--- src/rtl/imem_dmem_arbiter_if.sv ---
// Request/response and memory-side signals of the fetch/data port arbiter.
// The slave modport is the arbiter's view; master is the core+memory side.
interface imem_dmem_arbiter_if #(
  parameter int ADDR_W = 32,
  parameter int DATA_W = 32
);
  logic              i_req;
  logic [ADDR_W-1:0] i_addr;
  logic              i_ready;
  logic [DATA_W-1:0] i_rdata;
  logic              i_err;

  logic                d_req;
  logic                d_we;
  logic [DATA_W/8-1:0] d_be;
  logic [ADDR_W-1:0]   d_addr;
  logic [DATA_W-1:0]   d_wdata;
  logic                d_ready;
  logic [DATA_W-1:0]   d_rdata;
  logic                d_err;

  logic                mem_req;
  logic                mem_we;
  logic [DATA_W/8-1:0] mem_be;
  logic [ADDR_W-1:0]   mem_addr;
  logic [DATA_W-1:0]   mem_wdata;
  logic [DATA_W-1:0]   mem_rdata;
  logic                mem_ready;
  logic                mem_src;
  logic                busy;

  modport slave (
    input  i_req, i_addr,
    input  d_req, d_we, d_be, d_addr, d_wdata,
    input  mem_rdata, mem_ready,
    output i_ready, i_rdata, i_err,
    output d_ready, d_rdata, d_err,
    output mem_req, mem_we, mem_be, mem_addr,
    output mem_wdata, mem_src, busy
  );

  modport master (
    output i_req, i_addr,
    output d_req, d_we, d_be, d_addr, d_wdata,
    output mem_rdata, mem_ready,
    input  i_ready, i_rdata, i_err,
    input  d_ready, d_rdata, d_err,
    input  mem_req, mem_we, mem_be, mem_addr,
    input  mem_wdata, mem_src, busy
  );
endinterface

--- src/rtl/imem_dmem_arbiter.sv ---
// Shares one memory port between instruction fetch and load/store.
// Data wins by default; a starvation counter lets fetch through.
module imem_dmem_arbiter #(
  parameter int ADDR_W         = 32,
  parameter int DATA_W         = 32,
  parameter int STARVE_LIMIT   = 4,
  parameter int TIMEOUT_CYCLES = 64
) (
  input  logic                clk,
  input  logic                rst,
  imem_dmem_arbiter_if.slave  bus
);
  localparam int BE_W = DATA_W / 8;
  localparam int WW   = $clog2(STARVE_LIMIT + 1);
  localparam int TW   =
    (TIMEOUT_CYCLES > 1) ? $clog2(TIMEOUT_CYCLES) : 1;
  localparam bit TO_EN = (TIMEOUT_CYCLES > 0);
  localparam logic [WW-1:0] W_MAX = WW'(STARVE_LIMIT);
  localparam logic [TW-1:0] T_LAST =
    TW'(TO_EN ? TIMEOUT_CYCLES - 1 : 0);

  typedef enum logic [1:0] {
    IDLE,
    BUSY_I,
    BUSY_D
  } state_e;

  state_e            state_q, state_d;
  logic              mem_req_q, mem_req_d;
  logic              mem_we_q, mem_we_d;
  logic [BE_W-1:0]   mem_be_q, mem_be_d;
  logic [ADDR_W-1:0] mem_addr_q, mem_addr_d;
  logic [DATA_W-1:0] mem_wdata_q, mem_wdata_d;
  logic              mem_src_q, mem_src_d;
  logic              i_ready_q, i_ready_d;
  logic              i_err_q, i_err_d;
  logic [DATA_W-1:0] i_rdata_q, i_rdata_d;
  logic              d_ready_q, d_ready_d;
  logic              d_err_q, d_err_d;
  logic [DATA_W-1:0] d_rdata_q, d_rdata_d;
  logic [WW-1:0]     wait_q, wait_d;
  logic [TW-1:0]     tcnt_q, tcnt_d;
  logic              fin;
  logic              tout;
  logic [DATA_W-1:0] rdata;

  always_comb begin
    state_d     = state_q;
    mem_req_d   = mem_req_q;
    mem_we_d    = mem_we_q;
    mem_be_d    = mem_be_q;
    mem_addr_d  = mem_addr_q;
    mem_wdata_d = mem_wdata_q;
    mem_src_d   = mem_src_q;
    i_ready_d   = 1'b0;
    i_err_d     = 1'b0;
    i_rdata_d   = i_rdata_q;
    d_ready_d   = 1'b0;
    d_err_d     = 1'b0;
    d_rdata_d   = d_rdata_q;
    tcnt_d      = tcnt_q;
    wait_d      = wait_q;
    fin         = 1'b0;
    tout        = 1'b0;
    rdata       = bus.mem_rdata;

    // A fetch in flight is being served, so it is not losing.
    if (!bus.i_req)
      wait_d = '0;
    else if (wait_q != W_MAX && state_q != BUSY_I)
      wait_d = wait_q + 1'b1;

    unique case (state_q)
      IDLE: begin
        if (bus.d_req && !(bus.i_req && wait_q == W_MAX)) begin
          state_d     = BUSY_D;
          mem_req_d   = 1'b1;
          mem_src_d   = 1'b1;
          mem_we_d    = bus.d_we;
          mem_be_d    = bus.d_be;
          mem_addr_d  = bus.d_addr;
          mem_wdata_d = bus.d_wdata;
          tcnt_d      = '0;
        end else if (bus.i_req) begin
          state_d     = BUSY_I;
          mem_req_d   = 1'b1;
          mem_src_d   = 1'b0;
          mem_we_d    = 1'b0;
          mem_be_d    = '1;
          mem_addr_d  = {bus.i_addr[ADDR_W-1:2], 2'b00};
          mem_wdata_d = '0;
          tcnt_d      = '0;
          wait_d      = '0;
        end
      end
      BUSY_I, BUSY_D: begin
        if (bus.mem_ready) begin
          fin = 1'b1;
        end else if (TO_EN && tcnt_q == T_LAST) begin
          fin   = 1'b1;
          tout  = 1'b1;
          rdata = '0;
        end else begin
          tcnt_d = tcnt_q + 1'b1;
        end
        if (fin) begin
          state_d   = IDLE;
          mem_req_d = 1'b0;
          if (state_q == BUSY_D) begin
            d_ready_d = 1'b1;
            d_err_d   = tout;
            d_rdata_d = rdata;
          end else begin
            i_ready_d = 1'b1;
            i_err_d   = tout;
            i_rdata_d = rdata;
          end
        end
      end
      default: state_d = IDLE;
    endcase
  end

  always_ff @(posedge clk or posedge rst) begin
    if (rst) begin
      state_q     <= IDLE;
      mem_req_q   <= 1'b0;
      mem_we_q    <= 1'b0;
      mem_be_q    <= '0;
      mem_addr_q  <= '0;
      mem_wdata_q <= '0;
      mem_src_q   <= 1'b0;
      i_ready_q   <= 1'b0;
      i_err_q     <= 1'b0;
      i_rdata_q   <= '0;
      d_ready_q   <= 1'b0;
      d_err_q     <= 1'b0;
      d_rdata_q   <= '0;
      wait_q      <= '0;
      tcnt_q      <= '0;
    end else begin
      state_q     <= state_d;
      mem_req_q   <= mem_req_d;
      mem_we_q    <= mem_we_d;
      mem_be_q    <= mem_be_d;
      mem_addr_q  <= mem_addr_d;
      mem_wdata_q <= mem_wdata_d;
      mem_src_q   <= mem_src_d;
      i_ready_q   <= i_ready_d;
      i_err_q     <= i_err_d;
      i_rdata_q   <= i_rdata_d;
      d_ready_q   <= d_ready_d;
      d_err_q     <= d_err_d;
      d_rdata_q   <= d_rdata_d;
      wait_q      <= wait_d;
      tcnt_q      <= tcnt_d;
    end
  end

  assign bus.mem_req   = mem_req_q;
  assign bus.mem_we    = mem_we_q;
  assign bus.mem_be    = mem_be_q;
  assign bus.mem_addr  = mem_addr_q;
  assign bus.mem_wdata = mem_wdata_q;
  assign bus.mem_src   = mem_src_q;
  assign bus.busy      = (state_q != IDLE);
  assign bus.i_ready   = i_ready_q;
  assign bus.i_err     = i_err_q;
  assign bus.i_rdata   = i_rdata_q;
  assign bus.d_ready   = d_ready_q;
  assign bus.d_err     = d_err_q;
  assign bus.d_rdata   = d_rdata_q;
endmodule

--- src/flat_wrapper.sv ---
// flat-port wrapper written by rule: the top's interface ports become plain ports
module imem_dmem_arbiter_flat 
#(
  parameter int ADDR_W         = 32,
  parameter int DATA_W         = 32,
  parameter int STARVE_LIMIT   = 4,
  parameter int TIMEOUT_CYCLES = 64
)
  (clk, rst, bus_i_req, bus_i_addr, bus_d_req, bus_d_we, bus_d_be, bus_d_addr, bus_d_wdata, bus_mem_rdata, bus_mem_ready, bus_i_ready, bus_i_rdata, bus_i_err, bus_d_ready, bus_d_rdata, bus_d_err, bus_mem_req, bus_mem_we, bus_mem_be, bus_mem_addr, bus_mem_wdata, bus_mem_src, bus_busy);
  imem_dmem_arbiter_if #(.ADDR_W(ADDR_W), .DATA_W(DATA_W)) bus_i ();
  input  logic clk;
  input  logic rst;
  input wire logic [$bits(bus_i.i_req)-1:0] bus_i_req;
  input wire logic [$bits(bus_i.i_addr)-1:0] bus_i_addr;
  input wire logic [$bits(bus_i.d_req)-1:0] bus_d_req;
  input wire logic [$bits(bus_i.d_we)-1:0] bus_d_we;
  input wire logic [$bits(bus_i.d_be)-1:0] bus_d_be;
  input wire logic [$bits(bus_i.d_addr)-1:0] bus_d_addr;
  input wire logic [$bits(bus_i.d_wdata)-1:0] bus_d_wdata;
  input wire logic [$bits(bus_i.mem_rdata)-1:0] bus_mem_rdata;
  input wire logic [$bits(bus_i.mem_ready)-1:0] bus_mem_ready;
  output wire logic [$bits(bus_i.i_ready)-1:0] bus_i_ready;
  output wire logic [$bits(bus_i.i_rdata)-1:0] bus_i_rdata;
  output wire logic [$bits(bus_i.i_err)-1:0] bus_i_err;
  output wire logic [$bits(bus_i.d_ready)-1:0] bus_d_ready;
  output wire logic [$bits(bus_i.d_rdata)-1:0] bus_d_rdata;
  output wire logic [$bits(bus_i.d_err)-1:0] bus_d_err;
  output wire logic [$bits(bus_i.mem_req)-1:0] bus_mem_req;
  output wire logic [$bits(bus_i.mem_we)-1:0] bus_mem_we;
  output wire logic [$bits(bus_i.mem_be)-1:0] bus_mem_be;
  output wire logic [$bits(bus_i.mem_addr)-1:0] bus_mem_addr;
  output wire logic [$bits(bus_i.mem_wdata)-1:0] bus_mem_wdata;
  output wire logic [$bits(bus_i.mem_src)-1:0] bus_mem_src;
  output wire logic [$bits(bus_i.busy)-1:0] bus_busy;
  assign bus_i.i_req = bus_i_req;
  assign bus_i.i_addr = bus_i_addr;
  assign bus_i.d_req = bus_d_req;
  assign bus_i.d_we = bus_d_we;
  assign bus_i.d_be = bus_d_be;
  assign bus_i.d_addr = bus_d_addr;
  assign bus_i.d_wdata = bus_d_wdata;
  assign bus_i.mem_rdata = bus_mem_rdata;
  assign bus_i.mem_ready = bus_mem_ready;
  assign bus_i_ready = bus_i.i_ready;
  assign bus_i_rdata = bus_i.i_rdata;
  assign bus_i_err = bus_i.i_err;
  assign bus_d_ready = bus_i.d_ready;
  assign bus_d_rdata = bus_i.d_rdata;
  assign bus_d_err = bus_i.d_err;
  assign bus_mem_req = bus_i.mem_req;
  assign bus_mem_we = bus_i.mem_we;
  assign bus_mem_be = bus_i.mem_be;
  assign bus_mem_addr = bus_i.mem_addr;
  assign bus_mem_wdata = bus_i.mem_wdata;
  assign bus_mem_src = bus_i.mem_src;
  assign bus_busy = bus_i.busy;
  imem_dmem_arbiter #(.ADDR_W(ADDR_W), .DATA_W(DATA_W), .STARVE_LIMIT(STARVE_LIMIT), .TIMEOUT_CYCLES(TIMEOUT_CYCLES)) u_core (.clk(clk), .rst(rst), .bus(bus_i));
endmodule
--- config.mk ---
export PLATFORM = sky130hd
export DESIGN_NAME = imem_dmem_arbiter_flat
export DESIGN_NICKNAME = d
export VERILOG_FILES = /design/src/rtl/imem_dmem_arbiter_if.sv /design/src/rtl/imem_dmem_arbiter.sv /design/src/flat_wrapper.sv
export SDC_FILE = /design/constraint.sdc
export NUM_CORES = 1
export LEC_CHECK = 0
export BUFFER_PORTS_ARGS = -buffer_cell sky130_fd_sc_hd__buf_2
export CORE_MARGIN = 5
export CORE_UTILIZATION = 42
export DETAILED_ROUTE_END_ITERATION = 8
export PLACE_DENSITY = 0.76
export SYNTH_ARGS = -nofsm -noshare
export SYNTH_HDL_FRONTEND = slang
export SYNTH_SLANG_ARGS = --single-unit
--- constraint.sdc ---
create_clock -name clk -period 4.4 [get_ports clk]
set_input_delay 0.44 -clock clk [delete_from_list [all_inputs] [get_ports clk]]
set_output_delay 0.44 -clock clk [all_outputs]
set_load 0.05 [all_outputs]
==> results of run 1 <==
## layer usage
metal  global-route usage (%)  vias to the layer above  wire length [um]
met5                        0                        -                 0
li1                         -                     2324                 -
met4                    7.763                        0               310
met1                    24.41                     2515              6514
met3                    6.877                       27              1762
met2                    33.73                      250              8459
## timing repair
item / in CTS / in global routing
resized for setup: 0 / 0
endpoints found under the hold margin: 6 / 0
hold buffers: 1 / 0
setup buffers: 0 / 0
## worst max-delay path by stage
stage / end / slack [ns] / cells past startpoint
after floorplan: u_core.bus.d_err / 2.07 / 1
after global placement: u_core.bus.d_rdata[31] / 1.93 / 5
after detailed placement: u_core.bus.d_rdata[13] / 1.80 / 5
after CTS: u_core.bus.d_rdata[21] / 1.78 / 5
after global routing: u_core.bus.d_rdata[0] / 1.59 / 5
final: u_core.bus.d_rdata[7] / 1.79 / 5
## logic make-up (layout without fill, tap and decap cells)
logic type      after synthesis  count (layout)  synth area share (%)
simple gates                 87              87                 6.675
compound gates              153             153                 20.94
xor+xnor                      1               1                0.1456
buf+inv                      49             322                 3.410
flops                       150             150                 62.38
mux                          30              30                 4.991
fa+ha+maj                     7               7                 1.456
## power breakdown
part	total (mW)	internal (mW)	switching, mW
sequential	2.33	1.98	0.347
clock	1.61	1.08	0.533
combinational	3.92	0.938	2.98
total	7.85	3.99	3.86
## Yosys cell counts (2+ instances only)
library cell | number | area share (%)
dfrtp_1 | 150 | 62
a32o_1 | 65 | 11
nand2_1 | 50 | 3.1
a22o_1 | 37 | 5.4
o21ai_0 | 35 | 2.9
clkbuf_1 | 30 | 1.9
mux2i_1 | 30 | 5.0
buf_2 | 11 | 0.91
nor2_1 | 11 | 0.69
nand3_1 | 9 | 0.75
ha_1 | 7 | 1.5
inv_1 | 7 | 0.44
a21oi_1 | 4 | 0.33
nand4b_1 | 3 | 0.44
nor3_1 | 3 | 0.25
a21o_1 | 2 | 0.25
a31oi_1 | 2 | 0.21
nand2b_1 | 2 | 0.21
## flip-flops by register name, summed over array words and instances, names as in the netlist, 2 cells and up
name                  cells
u_core.state_q            2
u_core.wait_q             3
u_core.tcnt_q             6
u_core.bus.mem_wdata     32
u_core.bus.mem_addr      32
u_core.bus.i_rdata       32
u_core.bus.mem_be         4
u_core.bus.d_rdata       32
## area by class of cell
cell class / count / area share (%)
Clock buffer: 23 / 5.595
Clock inverter: 9 / 2.415
Inverter: 7 / 0.3669
Multi-Input combinational cell: 278 / 25.28
Sequential cell: 150 / 45.86
Tap cell: 180 / 2.751
Timing Repair Buffer: 283 / 17.73
## worst max-delay path, cell delays in order, from the launching register on
cell,delay (ns)
dfrtp_1,0.42
ha_1,0.25
and3_4,0.21
a31o_1,0.33
nand2_1,0.76
a32o_1,0.51
==> reports/metrics.cfg, run 1 <==
[power]
leakagePower_nw=4.226
p_total_mw=7.854
vdd_ir_drop_max_uv=536.5
cellPowerDensity_mw_per_mm2=959.6

[sta]
worst_slack_ns=1.792
clock_skew_ns=0.006456
hold_slack_ns=0.2345
grt_setup_unrepaired=false
report.final.setup_viol=0
finalCritPeriodShare_pct=59.28
fin_crit_ns=2.608
slew_viol_final=0
fmax_ghz=0.3834
tns_ns=0
hold_violations=0
worst_pin_slew_ns=1.215
slew_headroom_pct=18.78

[finish]
regArea_sq_mm=0.003754
multi_input_area_sq_mm=0.002069
layout-drive-gt1-share_pct=42.00
n_antenna_cell=0
design_area_sq_mm=0.008185
utilization_pct=58.52
layout_common_cells=275 x buf_2, 150 x dfrtp_1, 65 x a32o_1
area.growth.synth_to_final_pct=36.04
n_fill_cell=1161
stdcell_count=930
nets=882
layout_commonest_cell=buf_2

[hold_path]
hold_path_class=input pin to flip-flop
hold-path-endpoint=u_core.bus.mem_wdata[4]
min_delay_path_depth=2
min_from=bus_d_wdata[4]

[placement]
dp_hpwl_um=12260
pre_cts_slack_ns=1.798
place_area_sq_mm=0.007520
gp_congestion=0.7999
io_buffers=275
dp.cells=897

[worst_setup_path]
cp.required_ns=4.70
r2r_slack_ns=1.79
cp-end-kind=flip-flop
r2r-end=u_core.bus.d_rdata[7]
cp.arrival_ns=2.90
critical_path_class=flip-flop to flip-flop
crit_path_start_kind=flip-flop
r2r_cells=5
cp-startpoint=u_core.tcnt_q[0]
crit-reg2reg-launch=u_core.tcnt_q[0]
cp_max_fo=32

[drt]
vias=5116
first_pass_iters=4
drt-initial-drc-count=266
wire_per_inst_um=18.33
viasPerCell=5.501
ant_nets=0
drc=0
wl_um=17050

[global_routing]
grt_pass1_wl_um=26870
gr-total-overflow=0
gr-usage-all-layers_pct=20.24
grt_max_degree=101
grt_pass1_vias=5331
antenna_found_initial=0

[die]
core_sq_mm=0.01399
dieArea_sq_mm=0.01682
io-pin-count=278
start_util_pct=43.01
die_w_um=129.7
die_h_um=129.7
core.rowCount=43

[synth]
synth_nets=622
synth_area_per_cell_sq_um=12.61
ys_seq_area_share_pct=62.38
syn_inst=477
synthFlopType=dfrtp_1
synth-seq-cells=150
async_reset_ff_share_pct=100.0
synth_cell_types=37
yosysWarnings=0
synth_edf_count=0
synth_area_sq_mm=0.006017

[cts]
cts_tree=yes
htreeDepth=4
cts.path.max_buffers=2
clock_sinks=150
root_buffer=clkbuf_16
clock_latency_ns=0.42
numCtsBuffers=17
clk_pin_slew_worst_paths_ns=0.06

[run]
drv_cap=0

[status]
status=finished clean

(Power assumes the default switching activity.)
==> inputs of run 2 (changes only) <==
==> constraint.sdc (replaced) <==
create_clock -name clk -period 2.1 [get_ports clk]
set_input_delay 0.21 -clock clk [delete_from_list [all_inputs] [get_ports clk]]
set_output_delay 0.21 -clock clk [all_outputs]
set_load 0.05 [all_outputs]
==> run 2 against run 1 <==
Effect of this change: maximum frequency grew 36%; clock skew grew 0.0037 ns; clock power grew 74%; setup slack lost 1.6 ns; first-iteration DRC count grew 9.4%; final cell count grew 1.9%; sequential share of layout area shrank 0.70 points; wire length grew 2.1%; cell area grew 1.5%; highest routed layer unchanged; hold slack lost 0.21 ns; register-to-register slack lost 1.6 ns; die area is the same.
==> reports/metrics.cfg, run 2 (synthesis results as in run 1) <==
[status]
status=finished clean

[finish]
multi_input_area_sq_mm=0.002069  ; unchanged
layout_commonest_cell=buf_2
area.growth.synth_to_final_pct=38.14
nets=901  ; +2.2%
layout_common_cells=275 x buf_2, 150 x dfrtp_1, 65 x a32o_1
layout-drive-gt1-share_pct=42.45  ; +0.45 points
n_antenna_cell=0  ; unchanged
design_area_sq_mm=0.008312  ; +1.5%
regArea_sq_mm=0.003754  ; unchanged
n_fill_cell=1137  ; -2.1%

[power]
vdd_ir_drop_max_uv=1346  ; +150%
leakagePower_nw=4.281  ; +1.3%
cellPowerDensity_mw_per_mm2=1929  ; +100%

[worst_setup_path]
cp-end-kind=flip-flop
cp.arrival_ns=2.26  ; -0.64 ns
cp.required_ns=2.44  ; -2.26 ns
slowest_delay_ns=0.53  ; -0.23 ns
cp_slowest_cell=or4_1
crit_chain=inv_1, ha_1, nor3b_2, or2_1, or4_1, nand3_1
cp_max_fo=9  ; -72%
path_buf_inv=1  ; +1
critPathTopFamily=simple AND/OR/NAND/NOR gates
crit_path_start_kind=flip-flop
critical_path_class=flip-flop to flip-flop

[cts]
post_cts_resized=0  ; unchanged
postCtsSetupRepairBufs=0  ; unchanged
clock_latency_ns=0.41  ; about the same
htreeDepth=4  ; unchanged
cts.path.max_buffers=2  ; unchanged
clock_sinks=150  ; unchanged
cts_tree=yes
numCtsBuffers=17  ; unchanged
postCtsHoldBufs=12  ; +11
root_buffer=clkbuf_16
clk_pin_slew_worst_paths_ns=0.06  ; about the same

[drt]
wl_um=17410  ; +2.1%
drc=0  ; unchanged
ant_nets=0  ; unchanged
vias=5147  ; +0.61%
viasPerCell=5.429  ; -1.3%
wire_per_inst_um=18.36  ; +0.18%
first_pass_iters=5  ; +1
drt-initial-drc-count=291  ; +9.4%

[die]
die_w_um=129.7  ; unchanged
start_util_pct=43.01  ; unchanged
die_h_um=129.7  ; unchanged
dieArea_sq_mm=0.01682  ; unchanged
io-pin-count=278  ; unchanged
core.rowCount=43  ; unchanged
core_sq_mm=0.01399  ; unchanged

[sta]
slew_viol_final=0  ; unchanged
report.final.setup_viol=0  ; unchanged
slew_headroom_pct=50.45  ; +32 points
hold_violations=0  ; unchanged
worst_pin_slew_ns=0.7405  ; -0.4748 ns
fin_crit_ns=1.914  ; -0.6941 ns
finalCritPeriodShare_pct=91.15  ; +32 points
clock_skew_ns=0.01011  ; +0.003657 ns
fmax_ghz=0.5224  ; +36%
tns_ns=0  ; unchanged
hold_slack_ns=0.02131  ; -0.2132 ns
grt_setup_unrepaired=false

[placement]
place_area_sq_mm=0.007642  ; +1.6%
io_buffers=275  ; unchanged
gp_congestion=0.8053  ; +0.68%
dp_hpwl_um=12590  ; +2.7%

[hold_path]
hold_path_class=input pin to flip-flop

[global_routing]
antenna_found_initial=0  ; unchanged
grt_max_degree=86  ; -15%
grt_pass1_vias=5352  ; +0.39%
gr-usage-all-layers_pct=20.51  ; +0.27 points
grt_pass1_wl_um=27360  ; +1.8%
gr-total-overflow=0  ; unchanged

[run]
drv_cap=0  ; unchanged

## run 2: changes by cell type in the layout (fill, tap and decap cells not counted), sizes merged
cell,previous run,this run
dlygate4sd3,1,12
buf,282,290
bufinv,6,1
clkbuf,23,19
clkinv,2,6
clkinvlp,2,5
inv,6,7
## run 2: power by group
| group | switching, mW | internal (mW) |
|---|---|---|
| Combinational | 6.28 | 2.08 |
| Clock | 1.15 | 1.65 |
| Sequential | 0.733 | 4.15 |
| Total | 8.16 | 7.87 |
## run 2: metrics by stage
stage               power [mW]  cells  setup slack (ns)  utilization [%]
floorplan                11.06    477          0.001032                -
detailed placement       13.32    905            0.2000            54.63
finish                   16.04    948            0.1859            59.42
CTS                      16.17    948            0.1881            59.42
global placement         13.07    905            0.2327            54.63
global route             16.83    948           0.05784            59.42
## run 2: area by class of cell
cell class,count,area share (%)
timing repair buffer,302,20.26
inverter,7,0.3613
multi-input combinational,278,24.90
tap,180,2.710
clock buffer,19,5.329
sequential,150,45.16
clock inverter,12,1.280
## run 2: final timing paths
check	from	endpoint	slack [ns]	cells past startpoint
setup / recovery	u_core.state_q[0]	u_core.tcnt_q[3]	0.19	6
hold / removal	bus_d_wdata[4]	u_core.bus.mem_wdata[4]	0.02	2
setup reg to reg	u_core.state_q[0]	u_core.tcnt_q[3]	0.19	6
hold reg to reg	u_core.bus.mem_be[0]	u_core.bus.mem_be[0]	0.46	2
max in group asynchronous	rst	u_core.bus.mem_addr[23]	1.24	4
min in group asynchronous	rst	u_core.bus.mem_be[3]	0.46	4
## run 2: worst reg2reg max path: cells and delay by family (launching register included)
kind | cells | cell delay [ns]
AND/OR/NAND/NOR | 4 | 1.12
flip-flops | 1 | 0.40
adder cells (fa/ha/maj) | 1 | 0.25
buffers and inverters | 1 | 0.09
## run 2: per-layer routing
layer	GRT usage (%)	routed length [um]	vias up
li1	-	-	2362
met1	25.61	6853	2500
met2	34.94	8619	273
met3	6.304	1779	12
met4	5.379	155	0
met5	0	0	-
==> inputs of run 3 (changes only) <==
--- a/config.mk
+++ b/config.mk
@@ -5,11 +5,11 @@
 export SDC_FILE = /design/constraint.sdc
 export NUM_CORES = 1
 export LEC_CHECK = 0
+export ABC_AREA = 1
 export BUFFER_PORTS_ARGS = -buffer_cell sky130_fd_sc_hd__buf_2
 export CORE_MARGIN = 5
-export CORE_UTILIZATION = 42
+export CORE_UTILIZATION = 30
 export DETAILED_ROUTE_END_ITERATION = 8
-export PLACE_DENSITY = 0.76
 export SYNTH_ARGS = -nofsm -noshare
 export SYNTH_HDL_FRONTEND = slang
 export SYNTH_SLANG_ARGS = --single-unit
==> run 3 against run 2 <==
Effect of this change: die area rose by 45%; area after synthesis grew 6.2%; clock power grew 10%; highest routed layer is now met5; cell area up 4.5%; maximum frequency is 5.6% higher; clock-buffer cell count is 2 lower; combinational power up 2%; largest power group unchanged; critical path depth grew 1; final cell count grew 32%; wire length grew 3.7%; clock skew is 0.0036 ns higher.
==> reports/metrics.cfg, run 3 <==
[placement]
place_area_sq_mm=0.008018  ; +4.9%
dp_hpwl_um=12970  ; +3.1%
gp_congestion=0.7951  ; -1.3%
io_buffers=275  ; unchanged

[synth]
synthAdderAreaFrac_pct=1.371  ; -0.085 points
synth_top_cell_area_share_pct=58.75  ; -3.6 points
synth_cell_types=26  ; -30%
synth_top_family_by_area=simple AND/OR/NAND/NOR gates
synth.area.mux_share_pct=0  ; -5.0 points
synth-seq-cells=150  ; unchanged
syn_inst=699  ; +47%
synth_edf_count=0  ; unchanged
synthFlopType=dfrtp_1
synth_xor_area_share_pct=0.1371  ; -0.0085 points
yosysMostFrequentCell=nand2_1
synth_area_per_cell_sq_um=9.140  ; -28%
synth_area_leader_cell=dfrtp_1
synth_area_sq_mm=0.006389  ; +6.2%
synth_area_leaders=dfrtp_1 59%, nand2_1 12%, o21ai_0 5.9%
synth_compound_area_share_pct=13.83  ; -7.1 points
ys_seq_area_share_pct=58.75  ; -3.6 points
yosysWarnings=0  ; unchanged
async_reset_ff_share_pct=100.0  ; unchanged
synth-simple-area-share_pct=18.49  ; +12 points
synth_nets=844  ; +36%
ys_top_cells_by_count=196 x nand2_1, 150 x dfrtp_1, 75 x o21ai_0

[finish]
n_fill_cell=2091  ; +84%
n_antenna_cell=0  ; unchanged
layout-drive-gt1-share_pct=35.71  ; -6.7 points
layout_commonest_cell=buf_2
design_area_sq_mm=0.008683  ; +4.5%
nets=1112  ; +23%
area.growth.synth_to_final_pct=35.92
layout_common_cells=275 x buf_2, 196 x nand2_1, 150 x dfrtp_1

[cts]
cts.path.max_buffers=2  ; unchanged
cts_tree=yes
clock_sinks=150  ; unchanged
clock_latency_ns=0.42  ; about the same
htreeDepth=4  ; unchanged
root_buffer=clkbuf_16
numCtsBuffers=17  ; unchanged
clk_pin_slew_worst_paths_ns=0.08  ; +0.02 ns

[sta]
hold_violations=0  ; unchanged
tns_ns=0  ; unchanged
finalCritPeriodShare_pct=86.30  ; -4.8 points
fmax_ghz=0.5518  ; +5.6%
clock_skew_ns=0.01373  ; +0.003614 ns
slew_headroom_pct=60.46  ; +10 points
report.final.setup_viol=0  ; unchanged
slew_viol_final=0  ; unchanged
grt_setup_unrepaired=false
fin_crit_ns=1.812  ; -0.1018 ns
worst_pin_slew_ns=0.5932  ; -0.1473 ns

[drt]
ant_nets=0  ; unchanged
vias=5537  ; +7.6%
drc=0  ; unchanged
wl_um=18050  ; +3.7%
drt-initial-drc-count=277  ; -4.8%
viasPerCell=4.412  ; -19%
first_pass_iters=4  ; -1
wire_per_inst_um=14.38  ; -22%

[die]
core_sq_mm=0.02102  ; +50%
die_h_um=155.9  ; +20%
io-pin-count=278  ; unchanged
core.rowCount=53  ; +23%
dieArea_sq_mm=0.02431  ; +45%
die_w_um=155.9  ; +20%
start_util_pct=30.39  ; -13 points

[power]
leakagePower_nw=4.579  ; +6.9%
p_int_mw=7.640  ; -3.0%
seq_power_share_pct=29.7  ; -0.7 points
clockPowerShare_pct=18.7  ; +1.3 points
p_total_mw=16.45  ; +2.6%
vdd_ir_drop_max_uv=944.6  ; -30%
netSwitchingPower_mw=8.812  ; +7.9%
combPwrFrac_pct=51.6  ; -0.5 points
sw_frac_of_total_pct=53.56  ; +2.7 points
cellPowerDensity_mw_per_mm2=1895  ; -1.8%

[global_routing]
grt_pass1_vias=5575  ; +4.2%
antenna_found_initial=2  ; +2
gr-usage-all-layers_pct=14.96  ; -5.6 points
grt_max_degree=119  ; +38%
gr-total-overflow=0  ; unchanged
grt_pass1_wl_um=29080  ; +6.3%

[run]
drv_cap=0  ; unchanged

[worst_setup_path]
crit_path_start_kind=flip-flop
critPathTopFamily=simple AND/OR/NAND/NOR gates
cp-end-kind=flip-flop
slowest_delay_ns=0.43  ; -0.10 ns
cp.arrival_ns=2.13  ; -0.13 ns
path_buf_inv=0  ; -1
cp_slowest_cell=dfrtp_1
critical_path_class=flip-flop to flip-flop
cp_max_fo=64  ; +55
crit_chain=ha_1, nand2_2, nor2_4, nand2_2, nand2_4, nand2_4, o21ai_0
cp.required_ns=2.41  ; -0.03 ns

[hold_path]
hold_path_class=input pin to flip-flop

[status]
status=finished clean

==> run 3: final cells by class <==
| cell class | instances | area [sq um] | area share, % |
|---|---|---|---|
| multi-input cells | 448 | 2168 | 24.97 |
| clock inverters | 15 | 180.2 | 2.075 |
| inverters | 59 | 225.2 | 2.594 |
| repair buffers | 291 | 1587 | 18.27 |
| well taps | 275 | 344.1 | 3.963 |
| flip-flops and latches | 150 | 3754 | 43.23 |
| clock buffers | 17 | 425.4 | 4.899 |
==> run 3: what timing repair did <==
| item | CTS | global route |
|---|---|---|
| resized for setup | 0 | 0 |
| hold endpoints to repair | 17 | 0 |
| hold buffers | 6 | 0 |
| setup buffers | 0 | 0 |
==> run 3: worst register-to-register path, cell delays in order, from the launching register on <==
cell and delay, ns:
dfrtp_1 0.43, ha_1 0.22, nand2_2 0.09, nor2_4 0.14, nand2_2 0.09, nand2_4 0.09, nand2_4 0.31, o21ai_0 0.35
==> run 3: cells by family (layout without fill, tap and decap cells) <==
family                     Yosys count  count (layout)
adders and majority gates            7               7
DFF                                150             150
and+or+nand+nor                    289             289
xor gates and xnor gates             1               1
AOI/OAI and AO/OA                  151             151
buffers and inverters              101             382
==> run 3: per-layer routing <==
layer / track usage, % / up-vias / part of all wire [%]
li1: - / 2794 / -
met1: 18.94 / 2496 / 44
met2: 23.10 / 223 / 43
met3: 6.796 / 20 / 11
met4: 4.460 / 4 / 1.3
met5: 0 / - / 0.18
==> run 3: power by group through the flow <==
stage / Combinational [mW] / Sequential [mW] / Clock [mW]
2_1_floorplan: 2.14 / 9.28 / 0
3_3_place_gp: 8.51 / 4.91 / 0
3_5_place_dp: 8.61 / 4.90 / 0
4_1_cts: 8.60 / 4.89 / 3.17
5_1_grt: 9.09 / 5.07 / 3.32
6_report: 8.49 / 4.88 / 3.08
==> run 3: metrics by stage <==
stage | std cells | setup WS [ns] | hold WS, ns | utilization [%]
3_5_place_dp | 1217 | 0.2702 | 0.2257 | 38.14
6_report | 1255 | 0.2877 | 0.02129 | 41.31
4_1_cts | 1255 | 0.2473 | 0.0007882 | 41.31
5_1_grt | 1255 | 0.09078 | 0.009621 | 41.31
2_1_floorplan | 699 | 0.001032 | 0.3563 | -
3_3_place_gp | 1217 | 0.3526 | 0.2218 | 38.14
==> run 3: final timing paths <==
| path | slack, ns | cells after the start | startpoint | end |
|---|---|---|---|---|
| max in group asynchronous | 1.07 | 4 | rst | u_core.bus.i_rdata[20] |
| max reg2reg | 0.29 | 7 | u_core.tcnt_q[0] | u_core.bus.i_rdata[2] |
| min | 0.02 | 3 | bus_d_wdata[16] | u_core.bus.mem_wdata[16] |
| max | 0.29 | 7 | u_core.tcnt_q[0] | u_core.bus.i_rdata[2] |
| min reg2reg | 0.48 | 2 | u_core.bus.d_rdata[18] | u_core.bus.d_rdata[18] |
| min in group asynchronous | 0.33 | 3 | rst | u_core.tcnt_q[0] |
